[src/rtl/fetch_sequencer.sv]
// ---------------------------------------------------------------------------
// fetch_sequencer
//
// Program-counter owner for the 8-bit pipelined core. Drives the current PC
// into instruction_fetch, takes the decoded fields back and captures them in
// the IF/ID pipeline register. PC sequencing covers sequential fetch, taken
// jumps (opcode 2'b11, resolved in IF), stall hold, external redirect/flush
// and halting once the PC leaves the loaded program.
//
// Optional feature (macro FETCH_JUMP_COUNT_EN): adds a saturating 8-bit
// taken-jump counter on output jump_count.
//
// Parameters:
//   ADDR_W   - PC / instruction address width
//   PROG_LEN - number of valid instruction words; PC >= PROG_LEN halts.
//              PROG_LEN = 2**ADDR_W never halts (PC wraps).
//   RESET_PC - PC loaded on reset
//
// Ports:
//   clk, reset             - rising-edge clock, async active-high reset
//   stall_in               - hazard hold of IF and IF/ID
//   redirect_in/_addr      - later-stage redirect, flushes IF/ID
//   fetch_*                - fields decoded at instruction_address
//   instruction_address    - registered PC
//   if_id_*                - IF/ID register contents
//   halted                 - high while in HALT
//   jump_count             - taken jumps, saturating (optional)
// ---------------------------------------------------------------------------
module fetch_sequencer #(
  parameter int ADDR_W   = 8,
  parameter int PROG_LEN = 6,
  parameter int RESET_PC = 0
) (
  input  logic              clk,
  input  logic              reset,
  input  logic              stall_in,
  input  logic              redirect_in,
  input  logic [ADDR_W-1:0] redirect_addr,
  input  logic [1:0]        fetch_opcode,
  input  logic [2:0]        fetch_rDest,
  input  logic [2:0]        fetch_rSrc,
  input  logic [ADDR_W-1:0] fetch_jump_address,
  output logic [ADDR_W-1:0] instruction_address,
  output logic              if_id_valid,
  output logic [1:0]        if_id_opcode,
  output logic [2:0]        if_id_rDest,
  output logic [2:0]        if_id_rSrc,
  output logic [ADDR_W-1:0] if_id_pc,
  output logic              halted
`ifdef FETCH_JUMP_COUNT_EN
  ,output logic [7:0]       jump_count
`endif
);

  typedef enum logic [1:0] {
    S_BOOT = 2'd0,
    S_RUN  = 2'd1,
    S_HALT = 2'd2
  } state_t;

  localparam logic [1:0] OP_JUMP = 2'b11;

  // One extra bit so PROG_LEN = 2**ADDR_W is representable and every
  // address compares as "inside the program".
  localparam logic [ADDR_W:0] LEN_W = (ADDR_W+1)'(PROG_LEN);

  function automatic logic in_prog(input logic [ADDR_W-1:0] a);
    return ({1'b0, a} < LEN_W);
  endfunction

  state_t            state_q;
  logic [ADDR_W-1:0] pc_q;
  logic              vld_q;
  logic [1:0]        op_q;
  logic [2:0]        rdest_q;
  logic [2:0]        rsrc_q;
  logic [ADDR_W-1:0] ifpc_q;
  logic              halted_q;
`ifdef FETCH_JUMP_COUNT_EN
  logic [7:0]        jcnt_q;
`endif

  logic [ADDR_W-1:0] pc_inc_d;
  assign pc_inc_d = pc_q + ADDR_W'(1);  // wraps modulo 2**ADDR_W

  always_ff @(posedge clk or posedge reset) begin
    if (reset) begin
      state_q  <= S_BOOT;
      pc_q     <= ADDR_W'(RESET_PC);
      vld_q    <= 1'b0;
      op_q     <= '0;
      rdest_q  <= '0;
      rsrc_q   <= '0;
      ifpc_q   <= '0;
      halted_q <= 1'b0;
`ifdef FETCH_JUMP_COUNT_EN
      jcnt_q   <= '0;
`endif
    end else begin
      case (state_q)
        // Instruction memory loads during this single cycle; nothing issues.
        S_BOOT: begin
          vld_q   <= 1'b0;
          state_q <= S_RUN;
          if (redirect_in) pc_q <= redirect_addr;
        end

        S_RUN: begin
          if (redirect_in) begin
            // Redirect wins over stall: the younger work in IF/ID is dead.
            pc_q  <= redirect_addr;
            vld_q <= 1'b0;
            if (!in_prog(redirect_addr)) begin
              state_q  <= S_HALT;
              halted_q <= 1'b1;
            end
          end else if (stall_in) begin
            // hold PC and IF/ID
          end else if (!in_prog(pc_q)) begin
            state_q  <= S_HALT;
            halted_q <= 1'b1;
            vld_q    <= 1'b0;
          end else if (fetch_opcode == OP_JUMP) begin
            // Jump resolves in IF: fields are latched for visibility but the
            // slot is a bubble, so the jump itself never issues.
            pc_q    <= fetch_jump_address;
            vld_q   <= 1'b0;
            op_q    <= fetch_opcode;
            rdest_q <= fetch_rDest;
            rsrc_q  <= fetch_rSrc;
            ifpc_q  <= pc_q;
`ifdef FETCH_JUMP_COUNT_EN
            if (jcnt_q != 8'hFF) jcnt_q <= jcnt_q + 8'd1;
`endif
          end else begin
            pc_q    <= pc_inc_d;
            vld_q   <= 1'b1;
            op_q    <= fetch_opcode;
            rdest_q <= fetch_rDest;
            rsrc_q  <= fetch_rSrc;
            ifpc_q  <= pc_q;
          end
        end

        S_HALT: begin
          // Stall is ignored here; only a redirect can restart fetch.
          vld_q <= 1'b0;
          if (redirect_in) begin
            pc_q <= redirect_addr;
            if (in_prog(redirect_addr)) begin
              state_q  <= S_RUN;
              halted_q <= 1'b0;
            end
          end
        end

        default: begin
          state_q  <= S_BOOT;
          vld_q    <= 1'b0;
          halted_q <= 1'b0;
        end
      endcase
    end
  end

  assign instruction_address = pc_q;
  assign if_id_valid         = vld_q;
  assign if_id_opcode        = op_q;
  assign if_id_rDest         = rdest_q;
  assign if_id_rSrc          = rsrc_q;
  assign if_id_pc            = ifpc_q;
  assign halted              = halted_q;
`ifdef FETCH_JUMP_COUNT_EN
  assign jump_count          = jcnt_q;
`endif

endmodule
[config.mk]
export PLATFORM = sky130hd
export DESIGN_NAME = fetch_sequencer
export DESIGN_NICKNAME = d
export VERILOG_FILES = /design/src/rtl/fetch_sequencer.sv
export SDC_FILE = /design/constraint.sdc
export NUM_CORES = 1
export LEC_CHECK = 0
export ABC_AREA = 0
export CORE_ASPECT_RATIO = 0.6
export CORE_MARGIN = 3
export CORE_UTILIZATION = 44
export DETAILED_ROUTE_END_ITERATION = 8
export PLACE_DENSITY = 0.79
export RECOVER_POWER = 50
export SETUP_SLACK_MARGIN = 0.02
export SLEW_MARGIN = 20
export SYNTH_ARGS = -nofsm -noshare
export SYNTH_HDL_FRONTEND = slang
export SYNTH_SLANG_ARGS = --single-unit
[constraint.sdc]
create_clock -name clk -period 2.21 [get_ports clk]
set_input_delay 0.221 -clock clk [delete_from_list [all_inputs] [get_ports clk]]
set_output_delay 0.221 -clock clk [all_outputs]
set_load 0.005 [all_outputs]
==> results.sh <==
export IMPL_post_cts_resized=0
export IMPL_worst_case_vdd_ir_drop_v=0.0006745
export IMPL_finish_instance_area_um2=2100
export IMPL_timing_critical_path_fanout_max=16
export IMPL_power_density_cell_area_nw_per_um2=956.1
export IMPL_timing_critical_path_to="if_id_pc[2]"
export IMPL_cts_sink_count=28
export IMPL_finalWirelength_um=3914
export IMPL_tritoncts="yes"
export IMPL_finish_cell_count_without_fillers=235
export IMPL_floorplan_initialDensity_pct=48.45
export IMPL_core_area_um2=3022
export IMPL_mostFrequentLayoutCell="sky130_fd_sc_hd__clkdlybuf4s50_1"
export IMPL_dpl_cell_area_um2=2032
export IMPL_syn_avg_cell_area_um2=10.53
export IMPL_hold_violations=0
export IMPL_pwr_share_comb_pct=40.0
export IMPL_layout_area_overhead_vs_synth_pct=43.42
export IMPL_p_sw_share_pct=34.10
export IMPL_route_detailed_drc=0
export IMPL_slew_headroom_pct=-0.6381
export IMPL_crit_path_end_kind="flip-flop"
export IMPL_mostFrequentLayoutCells="sky130_fd_sc_hd__clkdlybuf4s50_1 (39), sky130_fd_sc_hd__dfrtp_1 (28), sky130_fd_sc_hd__nand2_1 (18), sky130_fd_sc_hd__dlygate4sd3_1 (14), sky130_fd_sc_hd__o21ai_0 (13)"
export IMPL_buffer_ports_inserted=53
export IMPL_final_fill_count=227
export IMPL_grt_setup_unrepaired="false"
export IMPL_worst_r2r_setup_slack_ns=0.21
export IMPL_dieArea_um2=4078
export IMPL_synth_sequential_area_ratio_pct=47.86
export IMPL_first_global_vias=1276
export IMPL_worst_ep_arrival_time_ns=2.17
export IMPL_clock_power_share_pct=20.2
export IMPL_synth_fp_nets=168
export IMPL_globalRoute_totalOverflow=0
export IMPL_post_synth_inst_count=139
export IMPL_max_cap_violations=1
export IMPL_multiInputGateArea_um2=688.2
export IMPL_period_utilization_pct=90.67
export IMPL_power_net_switching_uw=684.6
export IMPL_worst_hold_path_type="flip-flop to flip-flop"
export IMPL_criticalPathCategory="flip-flop to flip-flop"
export IMPL_first_iter_violations=76
export IMPL_antenna_cells_inserted=0
export IMPL_vias=1285
export IMPL_fp_dieH_um=50.68
export IMPL_failed_checks="max-capacitance violations, max-slew violations"
export IMPL_floorplan_io_pins=54
export IMPL_crit_path_start="instruction_address[4]"
export IMPL_first_pass_iters=4
export IMPL_synth_ff_latch_count=28
export IMPL_cts_root_to_sink_buffers=2
export IMPL_yosys_most_used_dff="sky130_fd_sc_hd__dfrtp_1"
export IMPL_sequentialPowerShare_pct=39.7
export IMPL_gr_usage_all_layers_pct=20.69
export IMPL_r2r_start="instruction_address[4]"
export IMPL_die_width_um=80.47
export IMPL_maximum_frequency_from_static_timing_analysis_mhz=499.1
export IMPL_worst_r2r_cell_count=4
export IMPL_intPower_uw=1323
export IMPL_timing_final_setup_violations=0
export IMPL_finalSetupTns_ns=0
export IMPL_cts_inserted_buffers=3
export IMPL_ys_warn_count=0
export IMPL_gpl_final_weighted_congestion=0.9854
export IMPL_nNetsFinal=223
export IMPL_outcome="complete, but fails checks"
export IMPL_antenna_left=0
export IMPL_syn_cell_area_um2=1464
export IMPL_place_hpwl_um=2985
export IMPL_post_route_min_period_ns=2.004
export IMPL_finalHoldWorstSlack_ns=0.4972
export IMPL_crit_required_ns=2.38
export IMPL_cts_hold_buffers_added=0
export IMPL_grt_antenna_before_repair=0
export IMPL_clk_insertion_delay_late_ns=0.28
export IMPL_async_flop_share_pct=100.0
export IMPL_p_leak_uw=0.0009531
export IMPL_post_drt_wl_per_cell_um=16.66
export IMPL_slew_viol_final=29
export IMPL_placedCellCount=231
export IMPL_clockRootBuffer="sky130_fd_sc_hd__clkbuf_8"
export IMPL_htreeDepth=1
export IMPL_wire_length_of_the_first_global_routing_pass_um=6403
export IMPL_regArea_um2=700.7
export IMPL_clock_skew_final_ns=0.006561
export IMPL_netlist_cell_type_count=39
export IMPL_drive_above_1_share_pct=17.62
export IMPL_critical_path_reg2reg_endpoint="if_id_pc[2]"
export IMPL_post_cts_setup_buffers=0
export IMPL_tightest_slew_ns=1.510
export IMPL_rows=15
export IMPL_clkSlewWorstSetupHoldPaths_ns=0.10
export IMPL_grt_start_max_net_pins=29
export IMPL_synth_edf_count=0
export IMPL_worstSetupStartpointType="flip-flop"
export IMPL_vias_per_cell=5.468
per-layer routing:
| metal | global-route usage, % | vias to the layer above | share of wire (%) |
|---|---|---|---|
| li1 | - | 608 | - |
| met1 | 29.75 | 618 | 44 |
| met2 | 31.87 | 55 | 46 |
| met3 | 5.018 | 4 | 9.1 |
| met4 | 3.933 | 0 | 1.0 |
| met5 | 0 | - | 0 |
power groups by stage:
stage	clock network [µW]	logic [µW]	registers, µW
final	406	804	797
after global routing	433	888	822
after CTS	411	812	798
after detailed placement	0	807	806
after global placement	0	786	794
after floorplan	0	449	763
flip-flops by register name, indices dropped and copies added, names as in the netlist:
| register | count |
|---|---|
| halted | 1 |
| if_id_opcode | 2 |
| if_id_pc | 8 |
| if_id_rDest | 3 |
| if_id_rSrc | 3 |
| if_id_valid | 1 |
| instruction_address | 8 |
| state_q | 2 |
worst max-delay path, stage by stage (launching register included):
cell and delay [ns]:
sky130_fd_sc_hd__dfrtp_1 0.46, sky130_fd_sc_hd__a211oi_2 0.34, sky130_fd_sc_hd__nand2_1 0.13, sky130_fd_sc_hd__or4_4 0.63
sky130_fd_sc_hd__mux2_4 0.35
stage by stage:
stage / setup WS (ns) / utilization (%) / total power (µW)
final: 0.2063 / 69.48 / 2007
after global routing: 0.1320 / 69.48 / 2143
after CTS: 0.2041 / 69.61 / 2021
after detailed placement: 0.2289 / 67.25 / 1613
after global placement: 0.2891 / 67.25 / 1581
after floorplan: 0.1584 / - / 1212
worst min path at each step:
| stage | slack, ns | depth (start not counted) | end | start |
|---|---|---|---|---|
| finish | 0.50 | 1 | if_id_pc[3] | if_id_pc[3] |
| floorplan | 0.29 | 1 | halted | reset |
| global route | 0.52 | 3 | instruction_address[0] | redirect_addr[0] |
| global placement | 0.48 | 1 | if_id_pc[6] | if_id_pc[6] |
| detailed placement | 0.48 | 1 | if_id_pc[3] | if_id_pc[3] |
| CTS | 0.33 | 3 | if_id_opcode[0] | reset |
cells in the mapped netlist, types with 3 or more instances:
| library cell | instances | share of area [%] |
|---|---|---|
| sky130_fd_sc_hd__or3_1 | 3 | 1.3 |
| sky130_fd_sc_hd__mux2_2 | 7 | 5.4 |
| sky130_fd_sc_hd__mux2_4 | 5 | 5.1 |
| sky130_fd_sc_hd__a31o_2 | 4 | 2.4 |
| sky130_fd_sc_hd__dfrtp_1 | 28 | 48 |
| sky130_fd_sc_hd__o21ai_0 | 13 | 4.4 |
| sky130_fd_sc_hd__clkbuf_1 | 6 | 1.5 |
| sky130_fd_sc_hd__a31oi_1 | 5 | 2.1 |
| sky130_fd_sc_hd__o211ai_1 | 3 | 1.5 |
| sky130_fd_sc_hd__nand2_1 | 18 | 4.6 |
| sky130_fd_sc_hd__nor2_1 | 5 | 1.3 |
| sky130_fd_sc_hd__inv_1 | 4 | 1.0 |
| sky130_fd_sc_hd__and2_2 | 5 | 2.6 |
| sky130_fd_sc_hd__a21oi_1 | 4 | 1.4 |
logic make-up (layout without fill, tap and decap cells):
kind of cell | count (synthesis) | after routing | share of synthesized area [%]
simple gates | 46 | 46 | 17.35
compound gates | 37 | 37 | 17.09
flops | 28 | 28 | 47.86
buf+inv | 13 | 67 | 5.127
mux | 12 | 12 | 10.51
xor+xnor | 2 | 2 | 1.197
fa+ha+maj | 1 | 1 | 0.8546
area by class of cell:
cell class	count	area share, %
clock buffer	3	1.967
inverter	4	0.7151
sequential	28	33.37
timing repair buffer	59	27.23
tap	42	2.503
clock inverter	1	1.430
multi-input combinational	98	32.78
Note: power is estimated with default switching activity, not from simulation.
